[config.mk]
export PLATFORM = sky130hd
export DESIGN_NAME = frame_sequencer
export DESIGN_NICKNAME = d
export VERILOG_FILES = /design/src/rtl/frame_sequencer.sv
export SDC_FILE = /design/constraint.sdc
export NUM_CORES = 1
export LEC_CHECK = 0
export BUFFER_PORTS_ARGS = -buffer_cell sky130_fd_sc_hd__buf_2
export CAP_MARGIN = 30
export CORE_MARGIN = 4
export CORE_UTILIZATION = 43
export DETAILED_ROUTE_END_ITERATION = 7
export REMOVE_ABC_BUFFERS = 1
export SLEW_MARGIN = 20
export SYNTH_ARGS = -nofsm -noshare
export SYNTH_HDL_FRONTEND = slang
export SYNTH_SLANG_ARGS = --single-unit
export TNS_END_PERCENT = 1
[constraint.sdc]
create_clock -name clk -period 2.65 [get_ports clk]
set_input_delay 0.265 -clock clk [delete_from_list [all_inputs] [get_ports clk]]
set_output_delay 0.265 -clock clk [all_outputs]
set_load 0.02 [all_outputs]
[src/rtl/frame_sequencer.sv]
// Frame-level controller: feeds one ROWS x COLS frame into the descriptor pipeline,
// then waits for OUT_COUNT result strobes (or an inactivity timeout) and flags completion.
module frame_sequencer #(
    parameter int ROWS      = 30,
    parameter int COLS      = 30,
    parameter int OUT_COUNT = ROWS * COLS,
    parameter int TIMEOUT   = 4096
) (
    input  logic                           clk,
    input  logic                           rst,
    input  logic                           start_i,
    input  logic                           pix_valid_i,
    input  logic [7:0]                     pix_i,
    output logic                           pix_ready_o,
    output logic [7:0]                     grayscale_o,
    output logic                           done_o,
    input  logic                           res_done_i,
    output logic                           busy_o,
    output logic                           frame_done_o,
    output logic                           timeout_o,
    output logic [$clog2(OUT_COUNT+1)-1:0] out_cnt_o
);

    localparam int NPIX = ROWS * COLS;
    localparam int IW   = $clog2(NPIX + 1);
    localparam int TW   = $clog2(TIMEOUT + 1);
    localparam int OW   = $clog2(OUT_COUNT + 1);

    typedef enum logic [1:0] {IDLE, FEED, DRAIN, DONE} state_t;

    state_t        state, state_n;
    logic [IW-1:0] in_cnt;
    logic [TW-1:0] timer;
    logic          accept;
    logic          drain_to;
    logic          frame_start;
    logic          counting;

    assign accept      = (state == FEED) && pix_valid_i;
    assign frame_start = (state == IDLE) && start_i;
    assign counting    = (state == FEED) || (state == DRAIN);
    assign pix_ready_o = (state == FEED);
    assign busy_o      = counting;

    always_comb begin
        state_n  = state;
        drain_to = 1'b0;
        case (state)
            IDLE:  if (start_i) state_n = FEED;
            FEED:  if (accept && in_cnt == IW'(NPIX - 1)) state_n = DRAIN;
            DRAIN: begin
                // A full result count wins over a coincident timeout.
                if (out_cnt_o == OW'(OUT_COUNT)) begin
                    state_n = DONE;
                end else if (!res_done_i && timer == TW'(TIMEOUT - 1)) begin
                    state_n  = DONE;
                    drain_to = 1'b1;
                end
            end
            DONE:  state_n = IDLE;
            default: state_n = IDLE;
        endcase
    end

    always_ff @(posedge clk or posedge rst) begin
        if (rst) begin
            state        <= IDLE;
            in_cnt       <= '0;
            timer        <= '0;
            out_cnt_o    <= '0;
            grayscale_o  <= '0;
            done_o       <= 1'b0;
            frame_done_o <= 1'b0;
            timeout_o    <= 1'b0;
        end else begin
            state        <= state_n;
            done_o       <= accept;
            frame_done_o <= (state_n == DONE);
            if (accept) grayscale_o <= pix_i;

            if (frame_start) begin
                in_cnt    <= '0;
                timer     <= '0;
                out_cnt_o <= '0;
                timeout_o <= 1'b0;
            end else begin
                if (accept) in_cnt <= in_cnt + 1'b1;
                // Saturate: strobes beyond the expected count are dropped.
                if (counting && res_done_i && out_cnt_o < OW'(OUT_COUNT))
                    out_cnt_o <= out_cnt_o + 1'b1;
                if (state == DRAIN) timer <= res_done_i ? '0 : timer + 1'b1;
                if (drain_to) timeout_o <= 1'b1;
            end
        end
    end

endmodule

Word-level counts from Yosys, hierarchy flattened
Cells that the tools add are included.

Bits in read-only memories: 0. Output and inout port bits: 23. Latch bits: 0. Logic and storage cells: 49. Register bits after elaboration: 46. Memory bits (writable): 0. Memories: 0.

Mux-type cells: 17. Divide/modulo/power cells: 0. Shift operators: 0. Reduce and logical (&&, ||, !) cells: 13. Bitwise gates (word level): 0. Add/subtract/negate cells: 3. Magnitude comparators: 1. Multipliers: 0. Eq/ne operators: 7.

Operator list (count): two-way mux 10 bit (4); two-way mux 13 bit (3); adder 10 x 1 -> 10 bit (second input constant) (2); == test 10 bit (second input constant) (2); adder 13 x 1 -> 13 bit (second input constant) (1); == test 13 x 12 -> 1 bit (second input constant) (1); < comparator 10 bit (second input constant) (1); two-way mux 2 bit (4); one-hot mux 2 bit (4 select lines) (1); nonzero test 2 bit (4); == test 2 bit (second input constant) (3); logical AND 1 bit (6); two-way mux 1 bit (5); == test 2 x 1 -> 1 bit (second input constant) (1); zero test 2 bit (1); zero test 1 bit (1); logical OR 1 bit (1).

Longest topological paths before layout
Depth in word-level cells: 7. Mapped depth: 7.

Worst setup path before layout
Ideal clock, no wire load.

Path type: reg-to-reg. From: register state[0]. To: register timer[11]. Required time: 2.525 ns. Clock period less this slack: 1.886 ns. Buffers on the path: 1. Arrival: 1.761 ns. Path slack: 0.764 ns. Stages on the path, launching flop included: 8. Path through: dfrtp_1 -> inv_1 -> ha_1 -> clkbuf_1 -> a21oi_1 -> nor4_1 -> nand2_1 -> mux2_2.

Word-level cells in the longest chain between the ends: 3. Elaborated cells between the ends (all ways): 5.

Ends and longest elaborated chain: start: declaration (RTL line 31) `state_t state, state_n;`; start signal: assignment (RTL line 76) `state <= state_n;`; zero test 2 bit (RTL line 40) `assign frame_start = (state == IDLE) && start_i;`; logical AND 1 bit (RTL line 40); two-way mux 13 bit or nonzero test 2 bit (tied branches); end signal: assignment (RTL line 91) `if (state == DRAIN) timer <= res_done_i ? '0 : timer + 1'b1;`; end: declaration (RTL line 33) `logic [TW-1:0] timer;`.

Parallel ways exist; a longest one is shown, timed or not. A chain may end at the register's enable or synchronous reset.

Worst setup path after layout
From: register state[0]. To: register frame_done_o.

Word-level cells in the longest chain between the ends: 6. Elaborated cells between the ends (all ways): 12.

Ends and longest elaborated chain: == test 2 x 1 -> 1 bit (RTL line 39, 48); logical AND 1 bit (RTL line 39) `assign accept = (state == FEED) && pix_valid_i;`; logical AND 1 bit (RTL line 50) `FEED: if (accept && in_cnt == IW'(NPIX - 1)) state_n = DRAIN;`; two-way mux 2 bit (RTL line 50); one-hot mux 2 bit (4 select lines) (*) (RTL line 48) `case (state)`; == test 2 bit (*) (RTL line 78) `frame_done_o <= (state_n == DONE);`; end signal: assignment (RTL line 78); end: declaration (RTL line 19) `output logic frame_done_o,`.

Every way passes the cells marked *; elsewhere a longest branch is shown, timed or not.

==> results.yml <==
yosys:
  synth-simple-area-share: 0.246
  synth_area_mm2: 0.00238
  yosysUniqueCellTypes: 42
  synthCells: 247
  synth_top_cell_by_area: "dfrtp_1"
  syn_avg_cell_area_um2: 9.63
  synth_top_family_by_area: "simple AND/OR/NAND/NOR gates"
  ys_warn_count: 0
  synth-seq-area-share: 0.484
  synth_edf_count: 0
  synth.area.mux_share: 0.0426
  ys_seq_elements: 46
  yosysTopAreaCellShare: 0.484
  synth_most_common_cell: "dfrtp_1"
  async_reset_ff_frac: 1.00
  synth.area.top_cells: "dfrtp_1, mux2_2, ha_1"
  synthAdderAreaFrac: 0.0421
  synthXorXnorAreaFrac: 0.0442
  ys.flop_type: "dfrtp_1"
  synth-compound-area-share: 0.109
  synth_common_cells: "dfrtp_1, nor2_1, nand2_1"
worst_setup_path:
  r2r_slack_ps: 560
  crit_type: "reg -> reg"
  slowest_delay_ps: 520
  reg2reg_to: "frame_done_o$_DFF_PP0_"
  cpMaxStageDelayCell: "nor4_1"
  worstPathArrival_ps: 2320
  cp.required_ps: 2880
  critPathLaunchType: "register"
  regToRegStartpoint: "state[0]$_DFF_PP0_"
  crit_chain: "inv_1 > ha_1 > nand4b_1 > nor4_1 > nor4_1 > nor3b_1"
  cpMostUsedCell: "nor4_1"
  cp_max_fo: 11
  worstSetupEndpointType: "register"
  reg2reg_depth: 6
cells_and_area:
  nets: 306
  layout-drive-gt1-share: 0.203
  fill_cells: 477
  utilization: 0.528
  synthToLayoutAreaGrowth_pct: 16.4
  num_antenna_cells: 0
routing:
  drt_drc_violations_left: 0
  drt_iter0_drc: 100
  wl_um: 5080
  wl_per_cell_um: 14.3
  vias_per_cell: 5.44
  via_count: 1937
  drt-pass1-iter-count: 4
  antenna_left: 0
hold_path:
  hold_path.startpoint: "pix_i[3]"
  hold_end: "grayscale_o[3]$_DFFE_PP0P_"
  hp-class: "in -> reg"
  min_path_cells: 2
global_route:
  grt_pass1_wl_um: 8560
  grt_pass1_vias: 1791
  track_usage: 0.162
  overflow: 0
  grt_start_max_net_pins: 33
  antenna_found_initial: 0
placement:
  port_buffers: 35
  preCtsSetupSlack_ps: 612
  place_hpwl_um: 3640
  gp_congestion: 0.774
clock_tree:
  tritoncts.num_buffers: 5
  htreeDepth: 2
  clk_pin_slew_worst_paths_ps: 100
  cts_tree: "done"
  cts_resized: 0
  cts-root-buf: "clkbuf_8"
  clock-sinks: 46
  clockBufferDepth: 2
  ctsHoldBuffers: 1
  clock_latency_ps: 310
  post_cts_buffers: 0
sta:
  finalClockSkew_ps: 10.6
  final.setup.tns_ps: 0
  finalCritPeriodShare: 0.788
  max_slew_margin: 0.570
  slew_violations: 0
  setup_ws_ps: 562
  rsz0062_at_grt: "false"
  worst_slew_pin_slew_ps: 644
  holdWs_ps: 180
  setup-violations-final: 0
  hold_viol: 0
  period_needed_ps: 2090
  max_freq_mhz: 479
power:
  p_leak_nw: 1.24
  ir_worst_vdd_mv: 0.561
  cellPowerDensity_mw_per_mm2: 771
floorplan:
  ios: 36
  initial_core_util: 0.454
  core_area_mm2: 0.00524
  dieArea_mm2: 0.00679
  die_x_um: 82.4
  rows: 26
  die_y_um: 82.4
run_status:
  status: "finished, final reports clean"
run:
  max_cap_violations: 0
stage by stage:
stage	instances	total power [mW]	cell area (um2)
final	356	2.13	2770
after global routing	356	2.27	2770
after CTS	356	2.16	2770
after detailed placement	347	1.60	2640
after global placement	346	1.59	2620
after floorplan	240	1.38	2350
worst max-delay path by stage:
stage | from | to | slack [ps] | cells after the start
final | state[0]$_DFF_PP0_ | frame_done_o$_DFF_PP0_ | 560 | 6
after CTS | state[0]$_DFF_PP0_ | frame_done_o$_DFF_PP0_ | 560 | 6
after global routing | state[0]$_DFF_PP0_ | timer[11]$_DFFE_PP0P_ | 360 | 6
after global placement | state[0]$_DFF_PP0_ | frame_done_o$_DFF_PP0_ | 610 | 6
after floorplan | timer[0]$_DFFE_PP0P_ | timer[10]$_DFFE_PP0P_ | 800 | 5
after detailed placement | state[0]$_DFF_PP0_ | frame_done_o$_DFF_PP0_ | 610 | 6
sequential cells by signal, indices dropped and copies added (netlist names):
signal        cells
timer            13
in_cnt           10
out_cnt_o        10
grayscale_o       8
state             2
done_o            1
frame_done_o      1
timeout_o         1
report_power, final:
group	leakage [nW]	switching (mW)	internal [mW]
logic	0.570	0.411	0.252
registers	0.614	0.0964	0.820
clock network	0.0591	0.266	0.288
total	1.24	0.773	1.36
cell type report:
type / instances / area, um2 / share of cell area
Clock buffer: 5 / 68.8 / 0.0249
Clock inverter: 3 / 47.5 / 0.0172
Inverter: 13 / 48.8 / 0.0176
Multi-Input combinational cell: 181 / 1150 / 0.416
Sequential cell: 46 / 1150 / 0.416
Tap cell: 70 / 87.6 / 0.0316
Timing Repair Buffer: 38 / 213 / 0.0769
cell families (layout without fill, tap and decap cells):
family	after synthesis	after routing
buffers and inverters	20	59
AO/OA/AOI/OAI	43	43
multiplexers	9	9
XOR/XNOR	12	12
adder cells (fa/ha/maj)	8	8
AND/OR/NAND/NOR	109	109
flip-flops	46	46
layer usage:
metal / part of all wire / vias up / track usage
met5: 0 / - / 0
met4: 0.0095 / 0 / 0.0415
met3: 0.039 / 5 / 0.0434
met2: 0.44 / 34 / 0.236
met1: 0.51 / 932 / 0.237
li1: - / 966 / -
critical path, delay by kind of cell, from the launching register on:
kind,cells,cell delay (ps)
and+or+nand+nor,4,1060
DFF,1,420
buffers and inverters,1,130
adders and majority gates,1,400
layout by cell type, fill, tap and decap left out, drive strengths merged, types with 4 or more instances in the layout:
cell type,instances
a21oi,16
nor3,7
o21ai,12
inv,15
mux2,9
xnor2,9
clkbuf,5
ha,8
nand2,17
nand2b,4
or4,5
nand3,12
nand4,10
nor4,7
and3,4
dfrtp,46
and2,5
or3,6
nor2,25
buf,37
(Power assumes the default switching activity.)
